--- src/rtl/dmem_arbiter.sv ---
// Round-robin arbiter sharing the single-port data RAM between the CPU and HOST ports.
// One access at a time: the command is captured on grant, issued for one cycle, and read data is returned one cycle later.
module dmem_arbiter #(
  parameter int AW = 8,
  parameter int DW = 16
) (
  input  logic          clk,
  input  logic          Reset_n,
  input  logic          cpu_req,
  input  logic          cpu_wr,
  input  logic [AW-1:0] cpu_addr,
  input  logic [DW-1:0] cpu_wdata,
  output logic          cpu_ack,
  output logic          cpu_rvalid,
  input  logic          host_req,
  input  logic          host_wr,
  input  logic [AW-1:0] host_addr,
  input  logic [DW-1:0] host_wdata,
  output logic          host_ack,
  output logic          host_rvalid,
  output logic [DW-1:0] rdata,
  output logic [AW-1:0] mem_addr,
  output logic          mem_wr,
  output logic [DW-1:0] mem_wdata,
  input  logic [DW-1:0] mem_rdata,
  output logic [1:0]    owner
);

  // state | meaning
  // IDLE  | sample requests, grant round-robin
  // ACC   | command on the RAM pins, ack pulsed
  // RD    | RAM read data registered into rdata
  typedef enum logic [1:0] {IDLE, ACC, RD} state_t;

  localparam logic PORT_CPU  = 1'b0;
  localparam logic PORT_HOST = 1'b1;

  state_t state;
  logic   gnt;
  logic   last_grant;
  logic   cmd_wr;

  // mem_addr / mem_wdata double as the command registers, so the RAM pins never follow the requesters.
  always_ff @(posedge clk or negedge Reset_n) begin
    if (!Reset_n) begin
      state       <= IDLE;
      gnt         <= PORT_CPU;
      last_grant  <= PORT_HOST;
      cmd_wr      <= 1'b0;
      cpu_ack     <= 1'b0;
      host_ack    <= 1'b0;
      cpu_rvalid  <= 1'b0;
      host_rvalid <= 1'b0;
      mem_wr      <= 1'b0;
      mem_addr    <= '0;
      mem_wdata   <= '0;
      rdata       <= '0;
      owner       <= 2'b00;
    end else begin
      cpu_ack     <= 1'b0;
      host_ack    <= 1'b0;
      cpu_rvalid  <= 1'b0;
      host_rvalid <= 1'b0;
      mem_wr      <= 1'b0;
      case (state)
        IDLE: begin
          owner <= 2'b00;
          if (cpu_req && (!host_req || last_grant == PORT_HOST)) begin
            gnt       <= PORT_CPU;
            cmd_wr    <= cpu_wr;
            mem_addr  <= cpu_addr;
            mem_wdata <= cpu_wdata;
            mem_wr    <= cpu_wr;
            cpu_ack   <= 1'b1;
            owner     <= 2'b01;
            state     <= ACC;
          end else if (host_req) begin
            gnt       <= PORT_HOST;
            cmd_wr    <= host_wr;
            mem_addr  <= host_addr;
            mem_wdata <= host_wdata;
            mem_wr    <= host_wr;
            host_ack  <= 1'b1;
            owner     <= 2'b10;
            state     <= ACC;
          end
        end
        ACC: begin
          if (cmd_wr) begin
            last_grant <= gnt;
            owner      <= 2'b00;
            state      <= IDLE;
          end else begin
            state <= RD;
          end
        end
        RD: begin
          rdata       <= mem_rdata;
          cpu_rvalid  <= (gnt == PORT_CPU);
          host_rvalid <= (gnt == PORT_HOST);
          last_grant  <= gnt;
          owner       <= 2'b00;
          state       <= IDLE;
        end
        default: begin
          owner <= 2'b00;
          state <= IDLE;
        end
      endcase
    end
  end

endmodule

--- config.mk ---
export PLATFORM = sky130hd
export DESIGN_NAME = dmem_arbiter
export DESIGN_NICKNAME = d
export VERILOG_FILES = /design/src/rtl/dmem_arbiter.sv
export SDC_FILE = /design/constraint.sdc
export NUM_CORES = 1
export LEC_CHECK = 0
export CAP_MARGIN = 20
export CORE_MARGIN = 1.5
export CORE_UTILIZATION = 41
export CTS_CLUSTER_DIAMETER = 50
export CTS_CLUSTER_SIZE = 12
export DETAILED_ROUTE_END_ITERATION = 10
export GPL_TIMING_DRIVEN = 0
export PLACE_DENSITY = 0.84
export SYNTH_ARGS = -nofsm -noshare
export SYNTH_HDL_FRONTEND = slang
export SYNTH_SLANG_ARGS = --single-unit
--- constraint.sdc ---
create_clock -name clk -period 1.5 [get_ports clk]
set_input_delay 0.15 -clock clk [delete_from_list [all_inputs] [get_ports clk]]
set_output_delay 0.15 -clock clk [all_outputs]
set_load 0.05 [all_outputs]
* Word level (Yosys, flattened, before mapping)
Cells that the tools add are included.
** Storage, ports and cells
- ROM bits :: 0
- Bits in registers :: 52
- Logic and storage cells :: 54
- RAM bits :: 0
- Memories :: 0
- Latch bits :: 0
** Operators by class
- Bitwise gates (word level) :: 1
- Div/mod/pow operators :: 0
- Reduce and logical (&&, ||, !) cells :: 8
- Equality and inequality tests :: 4
- Shift operators :: 0
- Multipliers :: 0
- $add $sub $neg :: 0
- Muxes and demuxes :: 28
- $lt $le $gt $ge :: 0
** Operators with widths (number)
- $mux W16 :: 2
- $mux W8 :: 2
- $mux W1 :: 15
- $mux W2 :: 6
- $pmux W2 S2 :: 2
- $reduce_and A2 Y1 :: 2
- $reduce_bool A2 Y1 :: 2
- $ne A3 B3 Y1 const B :: 1
- $eq A2 B1 Y1 const B :: 1
- $eq A2 B2 Y1 const B :: 1
- $logic_not A2 Y1 :: 1
- $ne A2 B2 Y1 const B :: 1
- $pmux W1 S2 :: 1
- $logic_and A1 B1 Y1 :: 1
- $logic_not A1 Y1 :: 1
- $logic_or A1 B1 Y1 :: 1
- $not A1 Y1 :: 1

* Depth between registers and ports, before layout
- Word-level depth :: 5
- Depth in mapped cells :: 6
- Mapped depth without buffers :: 3

* Least setup slack after synthesis
Ideal clock, no wire load.
- Kind :: reg2reg
- From :: reg last_grant
- To :: reg mem_wdata[13]
- Setup slack :: 0.095 ns
- Data required time :: 1.419 ns
- Cell stages (with the launch flop) :: 6
- Path buffers :: 2
- Period minus slack after synthesis :: 1.405 ns
- Data arrival time :: 1.323 ns
- Cells stage by stage :: dfstp_2 -> nand2b_1 -> buf_2 -> clkbuf_1 -> nand3_1 -> a31oi_2
** On the way
- Word-level cells in the longest chain between the ends :: 4
- Elaborated cells between the ends (all ways) :: 5
- Classes of those cells :: mux (1); reduce/logical (4)
** Ends and longest elaborated chain
- start: declaration :: line 40 : logic last_grant;
- start signal: assignment :: line 90 : last_grant <= gnt;
- start signal: assignment :: line 101 : last_grant <= gnt;
- $logic_or A1 B1 Y1 * :: line 68 : if (cpu_req && (!host_req || last_grant == PORT_HOST)) begin
- $logic_and A1 B1 Y1 * :: line 68
- $reduce_bool A2 Y1 (no source line)
- $reduce_and A2 Y1 (no source line)
- end signal: assignment :: line 72 : mem_wdata <= cpu_wdata;
- end signal: assignment :: line 81 : mem_wdata <= host_wdata;
- end: declaration :: line 24 : output logic [DW-1:0] mem_wdata,
Mark *: on every way between the ends. The rest lies on a longest branch, timed or not.
A chain may end at the register's enable or synchronous reset.

* Final worst setup path
- From :: reg last_grant
- To :: reg mem_wdata[10]
Same word-level chain as after synthesis.

==> flow_summary.json <==
{
  "die_area_um2": 6360,
  "fp-row-count": 27,
  "cts_htree_levels": 2,
  "ys_seq_elements": 52,
  "worstPathArrival_ps": 1650,
  "crit_type": "reg -> reg",
  "p_leak_nw": 1.56,
  "grt_pass1_vias": 2217,
  "vias_per_cell": 5.29,
  "synth_area_um2": 2420,
  "drive_above_1_share_pct": 20.2,
  "numCtsBuffers": 5,
  "async_reset_ff_share_pct": 100,
  "fin_crit_ps": 1460,
  "cts_root_buf": "clkbuf_8",
  "fmax_ghz": 0.683,
  "cp-end-kind": "register",
  "finalWirelength_mm": 6.68,
  "drt_iter0_drc": 135,
  "finalSetupViolCount": 0,
  "synth_top_area_cell": "dfrtp_1",
  "ys_warn_count": 0,
  "grt_start_max_net_pins": 36,
  "ant_nets": 0,
  "rsz0062_at_grt": "true",
  "clk_path_buf_depth": 2,
  "path_max_fanout": 10,
  "synth_top_cell_area_share_pct": 52.8,
  "drc": 0,
  "cap_viol_max_count": 0,
  "ir_drop_mv": 1.14,
  "synthToLayoutAreaGrowth_pct": 55.2,
  "port_buffers": 116,
  "track_usage_pct": 21.9,
  "wl_per_cell_um": 16.2,
  "vias": 2185,
  "die_x_um": 79.8,
  "grt_pass1_wl_mm": 10.8,
  "relSlewSlack_pct": 63.3,
  "cellPowerDensity_nw_per_um2": 2270,
  "dr.pass1.iters": 4,
  "synth_cell_type_count": 26,
  "dp_hpwl_mm": 4.84,
  "cts_sinks": 52,
  "core_area_um2": 5610,
  "nFillCells": 490,
  "crit_required_ps": 1690,
  "outcome": "completed",
  "finalCritPeriodShare_pct": 97.6,
  "ys_seq_area_share_pct": 53.9,
  "worst_setup_path_start_kind": "register",
  "grt_overflow": 0,
  "synth_flop_cell": "dfrtp_1",
  "whs_ps": 312,
  "chipHeight_um": 79.8,
  "finalClockSkew_ps": 6.21,
  "postCtsSetupBuffers": 0,
  "slew_viol_final": 0,
  "synth-edff-count": 0,
  "synth_nets": 286,
  "initial_utilization_pct": 43.1,
  "num_antenna_cells": 0,
  "final_util_pct": 66.8,
  "tightest_slew_ps": 551,
  "antenna_found_initial": 0,
  "place.gp.congestion": 0.767,
  "cts_tree": "yes",
  "finalHoldViolCount": 0,
  "min_path_type": "in -> async",
  "io_pins": 117,
  "yosys-top-cells-area": "dfrtp_1 53%, a31oi_2 9.8%, mux2_2 7.9%, a21oi_1 6.0%, o21ai_0 5.4%",
  "avgSynthCellArea_um2": 11.2,
  "r2r_cells": 4,
  "worstSkewPairLatency_ps": 310,
  "clkSlewWorstSetupHoldPaths_ps": 100,
  "fin_nets": 410,
  "syn_inst": 216
}
layout make-up:
cell class / instances / area, um^2 / area share, %
Clock inverter: 3 / 22.5 / 0.601
Inverter: 1 / 3.75 / 0.100
Sequential cell: 52 / 1310 / 34.8
Buffer: 20 / 143 / 3.81
Clock buffer: 5 / 68.8 / 1.84
Tap cell: 72 / 90.1 / 2.40
Multi-Input combinational cell: 142 / 988 / 26.4
Timing Repair Buffer: 118 / 1130 / 30.1
report_power, final:
group / internal, mW / switching [mW]
clock network: 0.335 / 0.482
logic: 1.69 / 3.53
registers: 2.10 / 0.362
layout by cell type, fill, tap and decap left out, types with 7 or more instances in the layout:
master,n
clkdlybuf4s50_1,68
dfrtp_1,49
dlygate4sd2_1,47
a21oi_1,29
nand3_1,25
o21ai_1,19
a31oi_2,19
mux2_2,17
o21ai_0,7
a31oi_1,7
per-layer routing:
metal | global-route usage (%) | up-vias | share of wire (%)
met1 | 28.9 | 1061 | 44
met5 | 0 | - | 0
met3 | 4.11 | 10 | 5.5
met2 | 36.3 | 77 | 49
li1 | - | 1037 | -
met4 | 6.72 | 0 | 1.6
cells by family (layout without fill, tap and decap cells):
kind of cell / Yosys count / count (layout) / synth area share [%]
DFF: 52 / 52 / 53.9
buffers and inverters: 22 / 147 / 5.23
muxes: 17 / 17 / 7.92
and+or+nand+nor: 43 / 43 / 9.58
AOI/OAI and AO/OA: 82 / 82 / 23.4
state kept, by name, indices dropped and copies added (netlist names):
name / flops
cmd_wr: 1
cpu_ack: 1
cpu_rvalid: 1
gnt: 1
host_ack: 1
host_rvalid: 1
last_grant: 1
mem_addr: 8
mem_wdata: 16
mem_wr: 1
owner: 2
rdata: 16
state: 2
repair_timing:
| item | 4_1_cts | 5_1_grt |
|---|---|---|
| hold buffers | 1 | 0 |
| gates resized for setup | 58 | 32 |
| hold endpoints to repair | 17 | 0 |
| endpoints found under the setup margin | 68 | 30 |
| pin swaps | 0 | 0 |
synthesized netlist by cell type, types with 2 or more instances:
library cell	instances
buf_4	2
a21oi_1	29
dfrtp_1	51
a31oi_1	7
buf_6	4
nand3_1	25
clkbuf_1	10
buf_2	5
nand2_1	3
mux2_2	17
o21ai_0	26
a31oi_2	19
nor2b_1	5
per-stage QoR:
step	total power [mW]	area [um^2]	setup slack [ps]	setup TNS, ps	cells
floorplan	6.22	2420	95.2	0	216
global placement	7.98	3670	-1240	-70980	404
detailed placement	8.10	3680	-411	-7910	405
CTS	8.50	3740	0.217	0	414
global route	8.93	3750	-26.5	-140	413
finish	8.49	3750	35.9	0	413
worst paths after layout:
check | from | endpoint | slack [ps]
worst max-delay path | last_grant | mem_wdata[10] | 40
worst min-delay path | Reset_n | mem_wdata[11] | 310
worst max register to register | last_grant | mem_wdata[10] | 40
worst min register to register | gnt | cpu_rvalid | 480
max in group asynchronous | Reset_n | last_grant | 600
min in group clk | cpu_wdata[7] | mem_wdata[7] | 420
worst max-delay path, stage by stage, from the launching register on:
cell and delay [ps]:
dfstp_2 540, and2b_2 270, buf_2 200, o21ai_0 220
a31oi_2 110
Power figures use the tool's default switching activity.
